## src/rtl/cache_arbiter.sv

```systemverilog
// cache_arbiter: round-robin arbiter sharing one physical-memory port between
// the instruction cache and the data cache; one line transaction at a time.
`default_nettype none

module cache_arbiter #(
  parameter int ADDR_WIDTH = 32,
  parameter int LINE_WIDTH = 256
) (
  input  logic                  clk,
  input  logic                  rst,
  input  logic                  icache_read,
  input  logic [ADDR_WIDTH-1:0] icache_address,
  output logic [LINE_WIDTH-1:0] icache_rdata,
  output logic                  icache_resp,
  input  logic                  dcache_read,
  input  logic                  dcache_write,
  input  logic [ADDR_WIDTH-1:0] dcache_address,
  input  logic [LINE_WIDTH-1:0] dcache_wdata,
  output logic [LINE_WIDTH-1:0] dcache_rdata,
  output logic                  dcache_resp,
  output logic                  pmem_read,
  output logic                  pmem_write,
  output logic [ADDR_WIDTH-1:0] pmem_address,
  output logic [LINE_WIDTH-1:0] pmem_wdata,
  input  logic [LINE_WIDTH-1:0] pmem_rdata,
  input  logic                  pmem_resp
);

  localparam int OFFSET_BITS = $clog2(LINE_WIDTH / 8);
  localparam logic [ADDR_WIDTH-1:0] ADDR_MASK = {ADDR_WIDTH{1'b1}} << OFFSET_BITS;

  typedef enum logic [2:0] {
    IDLE    = 3'd0,
    SERVE_I = 3'd1,
    SERVE_D = 3'd2,
    RESP_I  = 3'd3,
    RESP_D  = 3'd4
  } state_e;

  state_e                state_q, state_d;
  logic                  last_d_q, last_d_d;
  logic                  write_q, write_d;
  logic [ADDR_WIDTH-1:0] addr_q, addr_d;
  logic [LINE_WIDTH-1:0] wdata_q, wdata_d;
  logic [LINE_WIDTH-1:0] iline_q, iline_d;
  logic [LINE_WIDTH-1:0] dline_q, dline_d;
  logic                  grant_d_sel;

  logic i_req, d_req;
  assign i_req = icache_read;
  assign d_req = dcache_read | dcache_write;

  always_comb begin
    state_d     = state_q;
    last_d_d    = last_d_q;
    write_d     = write_q;
    addr_d      = addr_q;
    wdata_d     = wdata_q;
    iline_d     = iline_q;
    dline_d     = dline_q;
    grant_d_sel = 1'b0;
    case (state_q)
      IDLE: begin
        if (i_req || d_req) begin
          // On a tie the side that did not win last time gets the port.
          grant_d_sel = d_req && (!i_req || !last_d_q);
          state_d     = grant_d_sel ? SERVE_D : SERVE_I;
          addr_d      = (grant_d_sel ? dcache_address : icache_address) & ADDR_MASK;
          write_d     = grant_d_sel && dcache_write;
          last_d_d    = grant_d_sel;
          if (grant_d_sel && dcache_write) begin
            wdata_d = dcache_wdata;
          end
        end
      end
      SERVE_I: begin
        if (pmem_resp) begin
          iline_d = pmem_rdata;
          state_d = RESP_I;
        end
      end
      SERVE_D: begin
        if (pmem_resp) begin
          if (!write_q) begin
            dline_d = pmem_rdata;
          end
          state_d = RESP_D;
        end
      end
      RESP_I, RESP_D: state_d = IDLE;
      default:        state_d = IDLE;
    endcase
  end

  always_ff @(posedge clk or negedge rst) begin
    if (!rst) begin
      state_q  <= IDLE;
      last_d_q <= 1'b1;
      write_q  <= 1'b0;
      addr_q   <= '0;
      wdata_q  <= '0;
      iline_q  <= '0;
      dline_q  <= '0;
    end else begin
      state_q  <= state_d;
      last_d_q <= last_d_d;
      write_q  <= write_d;
      addr_q   <= addr_d;
      wdata_q  <= wdata_d;
      iline_q  <= iline_d;
      dline_q  <= dline_d;
    end
  end

  assign pmem_read    = (state_q == SERVE_I) || ((state_q == SERVE_D) && !write_q);
  assign pmem_write   = (state_q == SERVE_D) && write_q;
  assign pmem_address = addr_q;
  assign pmem_wdata   = wdata_q;
  assign icache_resp  = (state_q == RESP_I);
  assign dcache_resp  = (state_q == RESP_D);
  assign icache_rdata = iline_q;
  assign dcache_rdata = dline_q;

endmodule

`default_nettype wire

```

## config.mk

```make
export PLATFORM = sky130hd
export DESIGN_NAME = cache_arbiter
export DESIGN_NICKNAME = d
export VERILOG_FILES = /design/src/rtl/cache_arbiter.sv
export SDC_FILE = /design/constraint.sdc
export NUM_CORES = 1
export LEC_CHECK = 0
export CELL_PAD_IN_SITES_DETAIL_PLACEMENT = 1
export CELL_PAD_IN_SITES_GLOBAL_PLACEMENT = 1
export CORE_AREA = 2 2 538 540
export DETAILED_ROUTE_END_ITERATION = 6
export DIE_AREA = 0 0 540 542
export HOLD_SLACK_MARGIN = 0.03
export PLACE_DENSITY = 0.44
export SLEW_MARGIN = 40
export SYNTH_ARGS = -nofsm -noshare
export SYNTH_HDL_FRONTEND = slang
export SYNTH_SLANG_ARGS = --single-unit
```

## constraint.sdc

```tcl
create_clock -name clk -period 2.4 [get_ports clk]
set_clock_uncertainty 0.05 [all_clocks]
set_input_delay 0.48 -clock clk [delete_from_list [all_inputs] [get_ports clk]]
set_output_delay 0.48 -clock clk [all_outputs]
set_load 0.03 [all_outputs]
```

After elaboration in Yosys (flattened, before gate mapping):

Index checks and enable logic that the tools add are counted.

* eq/ne operators: 7
* muxes and demuxes: 6
* bitwise gates (word level): 2
* reduce and logical (&&, ||, !) cells: 16

Operator list (number)
* $mux 32: 1
* $mux 3: 3
* $pmux 3 s3: 1
* $reduce_and 3->1: 3
* $eq 3x2->1 const B: 2
* $ne 2x2->1 const B: 3
* $logic_and 1x1->1: 4
* $reduce_and 2->1: 2
* $eq 3x1->1 const B: 1
* $eq 3x3->1 const B: 1
* $logic_not 1->1: 3
* $logic_not 3->1: 1
* $logic_or 1x1->1: 3
* $mux 2: 1
* $not 1->1: 1
* $or 1x1->1: 1

* register bits: 800
* input bits: 582
* output and inout port bits: 804
* word-level logic and storage cells: 38

Longest topological paths before layout:

* depth after elaboration: 6
* gate-level depth with buffers: 7
* mapped depth without buffers: 3

Worst setup path before layout:

Ideal clock, no wire load.

* path type: reg-to-output
* from: reg state_q[0]
* to: out pmem_write
* data arrival time: 1578 ps
* required time: 1870 ps
* path slack: 292 ps
* stages on the path, launching flop included: 3
* path buffers: 1
* cell sequence: dfrtp_1 -> buf_2 -> nor4b_1

* word-level cells in the longest chain between the ends: 2

Ends and longest elaborated chain
* start, declared: line 40 `state_e state_q, state_d;`
* start signal, assigned: line 105 `state_q <= state_d;`
* $eq 3x2->1: line 116 `assign pmem_write = (state_q == SERVE_D) && write_q;`
* $logic_and 1x1->1: line 116
* end, declared: line 22 `output logic pmem_write,`

Every way passes these cells.

Worst setup path in the final report:

* from: reg state_q[2]
* to: out pmem_write

The elaborated chain is that of the path after synthesis.

==> flow_metrics.tcl <==
set metrics [dict create \
    finalSetupTns_ns 0 \
    drtPass1Iterations 5 \
    drv_cap 0 \
    dp_hpwl_mm 171 \
    grt_use_total_pct 13.4 \
    worstPathRequired_ns 1.87 \
    synthFlopType "dfrtp_1" \
    clkLatencyLatePin_ns 0.80 \
    rows 197 \
    multi_input_area_sq_um 10500 \
    place_congestion 0.863 \
    clockBufferDepth 4 \
    antenna_found_initial 154 \
    yosys.area.top_type "dfrtp_1" \
    grt_max_degree 73 \
    detail-route-antenna-nets 0 \
    ys_ff_latch 800 \
    period_needed_ns 2.33 \
    grt-ovfl-total 0 \
    syn_area_sq_um 31500 \
    cts_buffers 111 \
    cp_max_fo 4 \
    netlist.area_leader.share_pct 63.4 \
    crit_arrival_ns 1.80 \
    synthTopCellsByArea "dfrtp_1 63%, mux2_4 13%, mux2_2 13%" \
    grt_pass1_wl_mm 260 \
    synth_seq_area_share_pct 63.5 \
    finalWirelength_mm 202 \
    place_inst 6943 \
    routedWlPerCell_um 28.2 \
    htreeDepth 3 \
    setup_viol 0 \
    synth_cell_types 31 \
    max_freq_ghz 0.429 \
    post-route-drc-count 0 \
    cellPowerDensity_nw_per_um2 1590 \
    fillers 32100 \
    dr_total_vias 22400 \
    start_util_pct 11.0 \
    ys_warn_count 0 \
    die_area_sq_um 293000 \
    regArea_sq_um 20000 \
    finalNonFillerCells 7175 \
    status "finished, final reports clean" \
    viasPerCell 3.12 \
    core_sq_um 287000 \
    port-buffer-count 1370 \
    synthCells 1747 \
    rsz0062_at_grt "true" \
    drive_gt1_share_pct 31.3 \
    synth.most_common_cell "dfrtp_1" \
    die_y_um 542 \
    drtIter0Drc 848 \
    die_w_um 540 \
    async_reset_ff_share_pct 100 \
    clk_pin_slew_worst_paths_ns 0.06 \
    finalCritPeriodShare_pct 97.0 \
    worst_hold_slack_ns 0.211 \
    netlist_top_cells_count "799 x dfrtp_1, 353 x mux2_2, 269 x mux2_4" \
    cts-root-buf "clkbuf_16" \
    hold_viol 0 \
    cts_tree "yes" \
    nets 3864 \
    regToRegSetupSlack_ns 0.14 \
    slew_headroom_pct 50.5 \
    synth_edf_count 0 \
    end_kind "output pin" \
    crit_path_start_kind "register" \
    grt_pass1_vias 24700 \
    area_growth_pct 68.8 \
    slew_violations 0 \
    syn_area_per_cell_sq_um 18.1 \
    hold_path_class "input pin to register" \
    tightest_slew_ns 0.742 \
    peakVddDrop_v 0.000592 \
    ioPinCount 1386 \
    path_class "register to output pin" \
    power_leakage_nw 23.2 \
    cts.sinks 800 \
]
kinds of logic after synthesis:
family / count (synthesis) / share of synthesized area [%]
flops: 800 / 63.5
mux: 823 / 32.6
buf+inv: 100 / 3.38
simple gates: 15 / 0.329
other cells: 1 / 0.0119
compound gates: 8 / 0.222
flip-flops by register name, summed over array words and instances, names as in the netlist:
register	count
dcache_rdata	256
icache_rdata	256
last_d_q	1
pmem_address	27
pmem_wdata	256
state_q	3
write_q	1
critical path, cell delays in order (launching register included):
cell	delay (ns)
dfrtp_2	0.41
buf_6	0.13
nor4b_4	0.19
buf_4	0.15
buf_12	0.12
final timing paths:
path,startpoint,endpoint,depth (start not counted)
max,state_q[2],pmem_write,4
min,dcache_wdata[101],pmem_wdata[101],2
max reg2reg,state_q[0],pmem_wdata[87],7
min reg2reg,pmem_wdata[120],pmem_wdata[120],1
max in group asynchronous,rst,dcache_rdata[2],3
min in group asynchronous,rst,icache_rdata[193],2
cell type report:
cell class / count / area share [%]
clock buffer: 168 / 6.16
timing repair buffer: 1516 / 26.8
sequential: 800 / 37.6
clock inverter: 29 / 0.707
multi-input combinational: 851 / 19.7
antenna: 28 / 0.132
inverter: 2 / 0.0141
tap: 3781 / 8.88
power breakdown:
| part | total [mW] | switching (mW) | internal [mW] |
|---|---|---|---|
| clock network | 16.8 | 6.72 | 10.1 |
| registers | 24.6 | 4.12 | 20.5 |
| logic | 43.3 | 27.0 | 16.3 |
| total | 84.7 | 37.9 | 46.9 |
timing repair:
action                     CTS  global route
setup endpoints to repair  711             4
pin swaps                    0             1
setup buffers                1             5
hold endpoints to repair     5             0
gates cloned                 0             0
gates resized for setup    753            11
hold buffers                 1             0
placed cells by master (no fill, tap or decap), drive strengths merged, types with 2 or more instances in the layout:
master,instances
buf,238
bufinv,7
clkbuf,168
clkdlybuf4s15,28
clkdlybuf4s50,570
clkinv,17
clkinvlp,3
conb,5
dfrtp,799
diode,28
dlygate4sd2,679
inv,4
mux2,822
nand2,2
nor2,2
nor3,4
o21ai,2
metal layers:
| metal | up-vias | part of all wire (%) | global-route usage (%) |
|---|---|---|---|
| met5 | - | 0.39 | 0 |
| met4 | 124 | 2.2 | 2.87 |
| met3 | 334 | 15 | 9.15 |
| met2 | 1218 | 45 | 21.0 |
| met1 | 11400 | 38 | 14.9 |
| li1 | 9321 | - | - |
through the flow:
stage	instance area, sq um	power (mW)	utilization [%]	setup slack [ns]
floorplan	31600	49.0	-	0.292
global placement	50300	73.4	17.5	-0.198
detailed placement	50300	73.6	17.5	-0.201
CTS	53100	87.0	18.5	-0.169
global route	53200	89.2	18.5	-0.0785
finish	53300	84.7	18.6	0.0715
Note: power is estimated with default switching activity, not from simulation.
